**config.mk**
```make
export PLATFORM = sky130hd
export DESIGN_NAME = instruction_fetch_unit
export DESIGN_NICKNAME = d
export VERILOG_FILES = /design/src/rtl/instruction_fetch_unit_pkg.sv /design/src/rtl/instruction_fetch_unit_next_pc.sv /design/src/rtl/instruction_fetch_unit.sv
export SDC_FILE = /design/constraint.sdc
export NUM_CORES = 1
export LEC_CHECK = 0
export ABC_AREA = 1
export CAP_MARGIN = 20
export CELL_PAD_IN_SITES_DETAIL_PLACEMENT = 1
export CELL_PAD_IN_SITES_GLOBAL_PLACEMENT = 2
export CORE_MARGIN = 2
export CORE_UTILIZATION = 25
export DETAILED_ROUTE_END_ITERATION = 10
export PLACE_DENSITY = 0.9
export SYNTH_ARGS = -nofsm -noshare
export SYNTH_HDL_FRONTEND = slang
export SYNTH_SLANG_ARGS = --single-unit
```
**constraint.sdc**
```tcl
create_clock -name clk -period 4.97 [get_ports clk]
set_clock_uncertainty 0.15 [all_clocks]
set_input_delay 1.2425 -clock clk [delete_from_list [all_inputs] [get_ports clk]]
set_output_delay 1.2425 -clock clk [all_outputs]
set_load 0.1 [all_outputs]
```
**src/rtl/instruction_fetch_unit_pkg.sv**
```systemverilog
// Shared definitions for the instruction fetch unit: address width, jump opcode
// and the fetch sequencer state encoding.
package instruction_fetch_unit_pkg;

   localparam int ADDR_W = 8;
   localparam logic [5:0] J_OPCODE = 6'b000010;

   typedef enum logic [1:0] {
      IDLE = 2'd0,
      RUN  = 2'd1,
      DONE = 2'd2
   } state_t;

   // Unconditional jumps are recognised purely by the top opcode field.
   function automatic logic is_jump(input logic [5:0] opcode);
      return opcode == J_OPCODE;
   endfunction

endpackage

```
**src/rtl/instruction_fetch_unit_next_pc.sv**
```systemverilog
// Combinational next-PC selection: a redirect beats everything, a captured jump
// replaces the PC with its low byte, any other capture steps by one.
module next_pc_mux
   import instruction_fetch_unit_pkg::*;
(
   input  logic [ADDR_W-1:0] pc,
   input  logic              capture,
   input  logic              jump,
   input  logic [ADDR_W-1:0] jump_target,
   input  logic              redirect,
   input  logic [ADDR_W-1:0] redirect_target,
   output logic [ADDR_W-1:0] next_pc
);

   // Without a capture or redirect the PC simply holds (stall, end of program).
   always_comb begin
      next_pc = pc;
      if (redirect) begin
         next_pc = redirect_target;
      end else if (capture) begin
         next_pc = jump ? jump_target : pc + 1'b1;
      end
   end

endmodule

```
**src/rtl/instruction_fetch_unit.sv**
```systemverilog
// Instruction fetch unit: walks the program from RESET_PC to PROG_LEN, hands each
// word to decode through a single-entry registered stage, and follows jumps/redirects.
module instruction_fetch_unit
   import instruction_fetch_unit_pkg::*;
#(
   parameter logic [ADDR_W-1:0] PROG_LEN = 8'd22,
   parameter logic [ADDR_W-1:0] RESET_PC = 8'd0
)
(
   input  logic              clk,
   input  logic              reset,
   input  logic              start,
   output logic              imem_memread,
   output logic [ADDR_W-1:0] imem_address,
   input  logic [31:0]       imem_readdata,
   output logic [31:0]       instr,
   output logic [ADDR_W-1:0] instr_pc,
   output logic              instr_valid,
   input  logic              instr_ready,
   input  logic              redirect,
   input  logic [ADDR_W-1:0] redirect_target,
   output logic              done
);

   state_t            state;
   state_t            next_state;
   logic [ADDR_W-1:0] pc;
   logic [ADDR_W-1:0] mux_pc;
   logic              running;
   logic              at_end;
   logic              take_redirect;
   logic              capture;
   logic              restart;

   assign running       = (state == RUN);
   assign at_end        = (pc == PROG_LEN);
   assign take_redirect = running && redirect;
   assign capture       = running && !redirect && !at_end && (!instr_valid || instr_ready);
   assign restart       = !running && start;

   assign imem_memread  = running;
   assign imem_address  = pc;
   assign done          = (state == DONE);

   next_pc_mux u_next_pc_mux (
      .pc              (pc),
      .capture         (capture),
      .jump            (is_jump(imem_readdata[31:26])),
      .jump_target     (imem_readdata[ADDR_W-1:0]),
      .redirect        (take_redirect),
      .redirect_target (redirect_target),
      .next_pc         (mux_pc)
   );

   always_ff @(posedge clk or posedge reset) begin
      if (reset) begin
         state <= IDLE;
      end else begin
         state <= next_state;
      end
   end

   // A redirect landing on PROG_LEN is only judged at the following edge.
   always_comb begin
      next_state = state;
      case (state)
         IDLE:    if (start) next_state = RUN;
         RUN:     if (!redirect && at_end) next_state = DONE;
         DONE:    if (start) next_state = RUN;
         default: next_state = IDLE;
      endcase
   end

   always_ff @(posedge clk or posedge reset) begin
      if (reset) begin
         pc          <= RESET_PC;
         instr       <= 32'h0;
         instr_pc    <= '0;
         instr_valid <= 1'b0;
      end else if (restart) begin
         pc          <= RESET_PC;
         instr_valid <= 1'b0;
      end else begin
         pc <= mux_pc;
         if (take_redirect) begin
            instr_valid <= 1'b0;
         end else if (capture) begin
            instr       <= imem_readdata;
            instr_pc    <= pc;
            instr_valid <= 1'b1;
         end else if (instr_valid && instr_ready) begin
            instr_valid <= 1'b0;
         end
      end
   end

endmodule

```
==> results.txt, run 1 <==
----------------------------------------------------
[Place]
  DP HPWL ... 5380 um
  Port Buffer Count ... 95
  Worst setup slack after placement ... 1.54 ns
  Final weighted congestion in routability-driven placement ... 0.751
  Placed insts ... 527

[Hold path]
  Path type of the worst min-delay path ... reg -> reg
  Worst min-delay path startpoint ... instr[21]$_DFFE_PP0P_

[Clock network]
  Cts hold-fix bufs ... 0
  Count of H-tree levels built during CTS ... 2
  Clock Tree Buf Depth ... 2
  Post-cts gate resize count ... 0
  Source-to-sink clock delay at the later pin of the worst-skew pair ... 0.31 ns
  Clock tree from TritonCTS ... built
  Number of buffers created by CTS ... 5
  Clock-pin transition on the worst setup and hold timing paths ... 0.10 ns
  Clock root cell ... clkbuf_8
  # Post-CTS Setup Buffers ... 0
  TritonCTS sink count ... 51

[STA]
  Worst slew slack as a fraction of its limit ... 0.322
  Setup repair after global routing missed its margin ... no
  Maximum achievable frequency ... 0.283 GHz
  Final cycle utilization of the critical path ... 0.711
  Final worst-path setup slack ... 1.44 ns
  Post-route setup TNS ... 0 ns
  Final hold violation count ... 0
  Final Setup Violations ... 0
  Post-route minimum period ... 3.53 ns
  Slew @ Worst Pin ... 1.01 ns
  Max Slew Vio Count ... 0

[Synth]
  Number of library cell types mapped by synthesis ... 22
  Share of the yosys chip area belonging to registers ... 0.520
  Post-synth design cell area ... 2460 um^2
  Avg Synthesized Cell Area ... 7.87 um^2
  Number of warnings issued by yosys ... 0
  Total of flip-flops plus latches after synthesis ... 51
  Post-synth net total ... 359
  Cell count after synthesis ... 312

[Critical path]
  Peak per-stage delay on the critical path ... 1.15 ns
  WP data required ... 3.58 ns
  Worst-path cell chain ... inv_1 > nand2_1 > inv_1 > clkdlybuf4s50_1
  Most numerous cell on the critical path ... inv_1
  Capturing element type of the critical path ... primary output
  Cell at the slowest stage of the critical path ... clkdlybuf4s50_1
  Worst setup path startpoint ... state[1]$_DFFE_PP0P_
  Max Fanout on Critical Path ... 4
  Worst setup path category ... reg -> out
  Startpoint types ... flop
  Critical Path AT ... 2.14 ns
  Crit Reg-Reg Startpoint ... imem_address[0]$_DFFE_PP0P_

[Route]
  Iteration count of the initial detailed-routing pass ... 4
  DRC violations left ... 0
  Antenna viol nets, final ... 0
  Detailed router's first-iteration violation count ... 58
  Post-detailed-route via-to-cell ratio ... 4.32
  Wire length per cell ... 13.8 um
  Via count ... 2313
  Post-Route WL ... 7380 um

[Global routing]
  Overall fraction of global-route tracks in use ... 0.141
  Number of global-route vias before repair ... 2331
  Pin count of the biggest net entering global routing ... 60
  Global-route wire length before repair ... 11700 um
  Number of antenna violations at the first check in global routing ... 0
  Leftover overflow at the end of global routing ... 0

[Floorplanning]
  Std-Cell Core Area ... 9640 um^2
  Number of placed I/O pins ... 96
  Total number of placement rows ... 36
  Die boundary height ... 103 um
  Die area ... 10600 um^2
  Starting utilization of the core area ... 0.255
  X dimension of the die ... 103 um

[Final layout]
  Ant diodes ... 0
  Final Non-Filler Cells ... 536
  Area of the multi-input gates ... 1000 um^2
  Area occupied by registers ... 1280 um^2
  Most common cell after layout, fill and taps aside ... nand2_1
  Number of nets in the finished design ... 449
  Filler Cells Inserted ... 1175
  Layout cell share with drive strength beyond 1 ... 0.0521
  Highest-count cells in the layout ignoring fill and taps ... 117 x nand2_1, 95 x clkdlybuf4s50_1, 51 x dfrtp_1
  Area growth from synthesis to final layout ... 47.2%
  Final design utilization ... 0.375

[Run]
  Max-cap violations ... 0

[Status]
  Outcome ... finished clean

----------------------------------------------------
## metrics by stage
stage	cell area, um^2	hold WS (ns)
detailed placement	3480	0.312
global placement	3480	0.305
global route	3610	0.352
finish	3610	0.333
CTS	3590	0.337
floorplan	2460	0.320
## final cells by class
type | instances | area share
Clock buffer | 5 | 0.0190
Timing Repair Buffer | 97 | 0.271
Inverter | 21 | 0.0218
Clock inverter | 3 | 0.0121
Tap cell | 133 | 0.0460
Multi-Input combinational cell | 226 | 0.277
Sequential cell | 51 | 0.353
## critical path, delay by kind of cell, from the launching register on
| kind | cells | cell delay (ns) |
|---|---|---|
| DFF | 1 | 0.37 |
| buffers and inverters | 3 | 1.36 |
| and+or+nand+nor | 1 | 0.10 |
## cells by family after synthesis
kind of cell / Yosys count / share of synthesized area
AO/OA/AOI/OAI: 22 / 0.0458
adder cells (fa/ha/maj): 2 / 0.0102
flip-flops: 51 / 0.520
AND/OR/NAND/NOR: 202 / 0.352
buffers and inverters: 35 / 0.0723
## Yosys cell counts, drive strengths merged
master,count,share of area
nand2,120,0.19
dfrtp,51,0.52
nand3,45,0.092
nor2,31,0.055
inv,21,0.032
o21ai,16,0.033
buf,13,0.039
a21oi,5,0.010
nand4,3,0.0076
or2,3,0.0076
ha,2,0.010
clkbuf,1,0.0015
o21bai,1,0.0031
## flip-flops by register name (all words and copies together), names as in the netlist
name          flops
imem_address      8
instr            32
instr_pc          8
instr_valid       1
state             2
## per-layer routing
metal	wire length, um	track usage
met1	3470	0.195
met2	3520	0.230
met3	330	0.0271
met4	59	0.0304
met5	0	0
## worst paths after layout
check / to / slack [ns] / cells past startpoint
hold reg to reg: instr[21]$_DFFE_PP0P_ / 0.33 / 2
max in group asynchronous: instr_pc[6]$_DFFE_PP0P_ / 3.12 / 3
setup reg to reg: imem_address[2]$_DFFE_PP0P_ / 2.32 / 10
setup / recovery: imem_memread / 1.44 / 4
hold / removal: instr[21]$_DFFE_PP0P_ / 0.33 / 2
min in group asynchronous: instr[20]$_DFFE_PP0P_ / 1.03 / 2
Power of run 1 is not shown: default switching activity piles up to over one toggle a cycle in this logic, so the estimate is an artifact.
==> inputs of run 2 (changes only) <==
Settings changed: CORE_UTILIZATION 25 to 24, PLACE_DENSITY 0.9 to 0.88.
Clock period 4.97 ns to 3.71 ns, I/O delays scaled along.
==> run 2 against run 1 <==
Sequential share of layout area rose by 1.2 points; die area rose by 4.0%; final cell count rose by 0.37%; global-route usage barely moved; largest cell class unchanged.
==> results.txt, run 2 (synthesized netlist as in run 1, its figures left out) <==
----------------------------------------------------
[Status]
  Outcome ... finished clean

[Global routing]
  Number of antenna violations at the first check in global routing ... 0 (unchanged)
  Global-route wire length before repair ... 12500 um (+6.8%)
  Pin count of the biggest net entering global routing ... 52 (-13%)
  Overall fraction of global-route tracks in use ... 0.141 (about the same)
  Leftover overflow at the end of global routing ... 0 (unchanged)
  Number of global-route vias before repair ... 2467 (+5.8%)

[Floorplanning]
  Starting utilization of the core area ... 0.249 (-0.00582)
  Die boundary height ... 105 um (+2.0%)
  Std-Cell Core Area ... 9860 um^2 (+2.3%)
  X dimension of the die ... 105 um (+2.0%)
  Total number of placement rows ... 36 (unchanged)
  Number of placed I/O pins ... 96 (unchanged)
  Die area ... 11100 um^2 (+4.0%)

[Final layout]
  Highest-count cells in the layout ignoring fill and taps ... 117 x nand2_1, 55 x buf_4, 51 x dfrtp_1
  Register with the most flip-flops ... instr
  Layout cell share with drive strength beyond 1 ... 0.183 (+0.131)
  Max reg flops ... 32 (unchanged)
  Area growth from synthesis to final layout ... 42.2%
  Ant diodes ... 0 (unchanged)
  Number of nets in the finished design ... 451 (+0.45%)
  Most common cell after layout, fill and taps aside ... nand2_1

[Critical path]
  Sum of buffers and inverters on the critical path ... 2 (-1)
  Worst setup path startpoint ... imem_readdata[27]
  Critical path destination ... imem_address[5]$_DFFE_PP0P_
  Max Fanout on Critical Path ... 13 (+9)
  Capturing element type of the critical path ... flop
  Worst setup path category ... in -> reg
  Critical Path AT ... 2.64 ns (+0.50 ns)
  Terminus of the critical flop-to-flop path ... imem_address[7]$_DFFE_PP0P_
  Startpoint types ... input pin
  Cell at the slowest stage of the critical path ... clkdlybuf4s50_1
  R2R cell count ... 11 (+1)
  Peak per-stage delay on the critical path ... 0.46 ns (-0.69 ns)
  Number of gates on the worst path with buffers counted ... 9 (+5)
  Worst-path cell chain ... clkdlybuf4s50_1 > inv_1 > nor2_1 > nand3_1 > nor2_1 > nor2_1 > nand2_1 > nand2_1 > nand2_1
  Crit Reg-Reg Startpoint ... imem_address[0]$_DFFE_PP0P_
  Worst-case register-to-register setup slack ... 1.35 ns (-0.97 ns)
  WP data required ... 3.81 ns (+0.23 ns)
  Cell type group with the largest total delay on the critical path ... simple AND/OR/NAND/NOR gates

[Route]
  Via count ... 2367 (+2.3%)
  Iteration count of the initial detailed-routing pass ... 4 (unchanged)
  Top routing layer in use ... met4
  Antenna viol nets, final ... 0 (unchanged)
  DR WL met3 ... 359 um (+8.8%)
  Post-Route WL ... 7540 um (+2.1%)
  Detailed router's first-iteration violation count ... 82 (+41%)
  Wire length per cell ... 14.0 um (+1.7%)
  DRC violations left ... 0 (unchanged)
  Post-detailed-route via-to-cell ratio ... 4.40 (+2.0%)
  Total met2 wirelength after detailed routing ... 3720 um (+5.8%)
  Sum of routed wire segments on met1 ... 3420 um (-1.5%)

[Clock network]
  Post-cts gate resize count ... 0 (unchanged)
  Count of H-tree levels built during CTS ... 2 (unchanged)
  Source-to-sink clock delay at the later pin of the worst-skew pair ... 0.31 ns (about the same)
  Cts hold-fix bufs ... 0 (unchanged)
  Clock tree from TritonCTS ... built
  Clock Tree Buf Depth ... 2 (unchanged)
  Clock root cell ... clkbuf_8
  Number of buffers created by CTS ... 5 (unchanged)
  TritonCTS sink count ... 51 (unchanged)
  Clock-pin transition on the worst setup and hold timing paths ... 0.10 ns (about the same)
  # Post-CTS Setup Buffers ... 0 (unchanged)

[STA]
  Maximum achievable frequency ... 0.394 GHz
  Worst slew slack as a fraction of its limit ... 0.555 (+0.232)
  Post-route setup TNS ... 0 ns (unchanged)
  Final cycle utilization of the critical path ... 0.684
  Final hold violation count ... 0 (unchanged)
  Max Slew Vio Count ... 0 (unchanged)
  Setup repair after global routing missed its margin ... no
  Final Setup Violations ... 0 (unchanged)
  Post-route minimum period ... 2.54 ns
  Slew @ Worst Pin ... 0.668 ns (-0.345 ns)

[Hold path]
  Path type of the worst min-delay path ... reg -> reg
  Worst min-delay path startpoint ... instr[13]$_DFFE_PP0P_

[Place]
  Final weighted congestion in routability-driven placement ... 0.748 (-0.41%)
  DP HPWL ... 5600 um (+4.1%)
  Port Buffer Count ... 95 (unchanged)

[Run]
  Max-cap violations ... 0 (unchanged)

----------------------------------------------------
run 2: how the worst min path moves through the flow:
stage                         endpoint  slack, ns  cells past startpoint
6_report         instr[13]$_DFFE_PP0P_       0.33                      2
3_5_place_dp     instr[13]$_DFFE_PP0P_       0.31                      2
3_3_place_gp   instr_pc[1]$_DFFE_PP0P_       0.31                      2
4_1_cts          instr[13]$_DFFE_PP0P_       0.34                      2
5_1_grt          instr[10]$_DFFE_PP0P_       0.36                      2
2_1_floorplan     state[0]$_DFFE_PP0P_       0.32                      1
run 2: layer usage:
layer | GRT usage | up-vias
li1 | - | 1167
met1 | 0.185 | 1136
met2 | 0.235 | 60
met3 | 0.0343 | 4
met4 | 0.0314 | 0
met5 | 0 | -
run 2: layout make-up:
| type | count | area [um^2] |
|---|---|---|
| multi-input cells | 226 | 1000 |
| well taps | 133 | 166 |
| fillers | 1216 | 6370 |
| clock buffers | 5 | 68.8 |
| repair buffers | 99 | 853 |
| clock inverters | 3 | 47.5 |
| flip-flops and latches | 51 | 1280 |
| inverters | 21 | 78.8 |
run 2: through the flow:
stage | cells | area, um^2 | setup slack [ns] | utilization | hold slack (ns)
3_5_place_dp | 530 | 3380 | 0.856 | 0.342 | 0.310
2_1_floorplan | 312 | 2460 | 0.951 | - | 0.320
6_report | 538 | 3490 | 1.17 | 0.354 | 0.328
5_1_grt | 538 | 3490 | 0.899 | 0.354 | 0.359
3_3_place_gp | 530 | 3380 | 0.861 | 0.342 | 0.307
4_1_cts | 538 | 3490 | 1.17 | 0.354 | 0.336
run 2: worst register-to-register path, cell delays in order, from the launching register on:
cell and delay, ns:
dfrtp_1 0.45, inv_1 0.14, ha_1 0.16, nand2_1 0.05
nor2_1 0.11, nand2_2 0.06, buf_4 0.23, nand2_4 0.29
buf_4 0.38, a21oi_1 0.12, nand2_1 0.08, nand2_1 0.05
Power of run 2 is left out for the same reason.
==> inputs of run 3 (changes only) <==
Clock period 3.71 ns to 2.4 ns, I/O delays scaled along.
==> run 3 against run 2 <==
Clock-buffer cell count unchanged; global-route usage barely moved; core utilization grew 1.4 points; sequential share of layout area down 1.4 points; largest cell class unchanged.
==> results.txt, run 3 (synthesized netlist as in run 1, its figures left out) <==
----------------------------------------------------
[Place]
  Worst setup slack after placement ... 0.204 ns (-0.652 ns)
  Port Buffer Count ... 95 (unchanged)
  DP HPWL ... 5840 um (+4.3%)
  Final weighted congestion in routability-driven placement ... 0.745 (-0.41%)

[Route]
  Detailed router's first-iteration violation count ... 98 (+20%)
  Antenna viol nets, final ... 0 (unchanged)
  Post-Route WL ... 7570 um (+0.40%)
  DRC violations left ... 0 (unchanged)
  Post-detailed-route via-to-cell ratio ... 4.39 (-0.23%)
  Wire length per cell ... 13.9 um (-0.71%)
  Via count ... 2388 (+0.89%)
  Iteration count of the initial detailed-routing pass ... 4 (unchanged)

[Global routing]
  Number of global-route vias before repair ... 2457 (-0.41%)
  Number of antenna violations at the first check in global routing ... 0 (unchanged)
  Global-route wire length before repair ... 12400 um (-0.72%)
  Overall fraction of global-route tracks in use ... 0.141 (about the same)
  Leftover overflow at the end of global routing ... 0 (unchanged)
  Pin count of the biggest net entering global routing ... 32 (-38%)

[Critical path]
  R2R cell count ... 7 (-4)
  Cell at the slowest stage of the critical path ... dfrtp_1
  Peak per-stage delay on the critical path ... 0.38 ns (-0.08 ns)
  Max Fanout on Critical Path ... 4 (-9)
  Crit Reg-Reg Startpoint ... imem_address[1]$_DFFE_PP0P_
  Worst-path cell chain ... inv_1 > nand2_1 > inv_1 > buf_12
  WP data required ... 1.65 ns (-2.16 ns)
  Most numerous cell on the critical path ... inv_1
  Sum of buffers and inverters on the critical path ... 3 (+1)
  Terminus of the critical flop-to-flop path ... state[0]$_DFFE_PP0P_
  Critical Path AT ... 1.25 ns (-1.39 ns)
  Startpoint types ... flop
  Capturing element type of the critical path ... primary output
  Worst setup path category ... reg -> out
  Cell type group with the largest total delay on the critical path ... buffers and inverters
  Worst-case register-to-register setup slack ... 0.54 ns (-0.81 ns)

[Run]
  Max-cap violations ... 0 (unchanged)

[STA]
  Worst slew slack as a fraction of its limit ... 0.771 (+0.217)
  Post-route setup TNS ... 0 ns (unchanged)
  Max Slew Vio Count ... 0 (unchanged)
  Final worst-path setup slack ... 0.398 ns (-0.774 ns)
  Final hold violation count ... 0 (unchanged)
  Post-route minimum period ... 2.00 ns
  Maximum achievable frequency ... 0.499 GHz
  Final Setup Violations ... 0 (unchanged)
  Setup repair after global routing missed its margin ... no
  Slew @ Worst Pin ... 0.343 ns (-0.325 ns)
  Final cycle utilization of the critical path ... 0.834

[Clock network]
  Clock tree from TritonCTS ... built
  Cts hold-fix bufs ... 0 (unchanged)
  Number of buffers created by CTS ... 5 (unchanged)
  Clock root cell ... clkbuf_8
  Post-cts gate resize count ... 0 (unchanged)
  # Post-CTS Setup Buffers ... 0 (unchanged)
  Count of H-tree levels built during CTS ... 2 (unchanged)
  Source-to-sink clock delay at the later pin of the worst-skew pair ... 0.31 ns (about the same)
  TritonCTS sink count ... 51 (unchanged)
  Clock-pin transition on the worst setup and hold timing paths ... 0.10 ns (about the same)
  Clock Tree Buf Depth ... 2 (unchanged)

[Final layout]
  Ant diodes ... 0 (unchanged)
  Number of nets in the finished design ... 457 (+1.3%)
  Area growth from synthesis to final layout ... 48.0%
  Max reg flops ... 32 (unchanged)
  Highest-count cells in the layout ignoring fill and taps ... 117 x nand2_1, 52 x buf_4, 51 x dfrtp_1
  Most common cell after layout, fill and taps aside ... nand2_1
  Register with the most flip-flops ... instr
  Layout cell share with drive strength beyond 1 ... 0.197 (+0.0144)

[Floorplanning]
  X dimension of the die ... 105 um (unchanged)
  Number of placed I/O pins ... 96 (unchanged)
  Die area ... 11100 um^2 (unchanged)
  Die boundary height ... 105 um (unchanged)
  Starting utilization of the core area ... 0.249 (unchanged)
  Std-Cell Core Area ... 9860 um^2 (unchanged)
  Total number of placement rows ... 36 (unchanged)

[Hold path]
  Path type of the worst min-delay path ... in -> async

[Status]
  Outcome ... finished clean

----------------------------------------------------
[run 3: cell count changes in the layout (fill, tap and decap cells not counted), sizes merged]
| cell | change |
|---|---|
| clkinv | +1 |
| bufinv | -1 |
| buf | +6 |
[run 3: metrics by stage]
| stage | instances | hold WS, ns | utilization | area [um^2] |
|---|---|---|---|---|
| floorplan | 312 | 0.338 | - | 2460 |
| global placement | 536 | 0.307 | 0.359 | 3540 |
| detailed placement | 536 | 0.311 | 0.359 | 3540 |
| CTS | 544 | 0.291 | 0.368 | 3630 |
| global route | 544 | 0.287 | 0.368 | 3630 |
| finish | 544 | 0.295 | 0.368 | 3630 |
[run 3: worst max-delay path by stage]
stage / start / end / slack, ns / depth (start not counted)
2_1_floorplan: imem_address[0]$_DFFE_PP0P_ / instr[20]$_DFFE_PP0P_ / 0.11 / 10
3_3_place_gp: redirect / instr_pc[1]$_DFFE_PP0P_ / 0.25 / 7
3_5_place_dp: redirect / imem_address[6]$_DFFE_PP0P_ / 0.20 / 9
4_1_cts: state[1]$_DFFE_PP0P_ / imem_memread / 0.37 / 4
5_1_grt: state[1]$_DFFE_PP0P_ / imem_memread / 0.31 / 4
6_report: state[1]$_DFFE_PP0P_ / imem_memread / 0.40 / 4
[run 3: cell type report]
type | instances | area [um^2]
Fill cell | 1191 | 6230
Sequential cell | 51 | 1280
Timing Repair Buffer | 105 | 1010
Multi-Input combinational cell | 226 | 1000
Tap cell | 133 | 166
Inverter | 21 | 78.8
Clock buffer | 5 | 68.8
Clock inverter | 3 | 28.8
[run 3: metal layers]
metal / track usage / vias up / part of all wire / wire [um]
met2: 0.239 / 53 / 0.49 / 3720
li1: - / 1181 / - / -
met1: 0.187 / 1147 / 0.46 / 3490
met5: 0 / - / 0 / 0
met4: 0.0286 / 0 / 0.0090 / 68
met3: 0.0268 / 7 / 0.039 / 292
Power of run 3 is left out for the same reason.
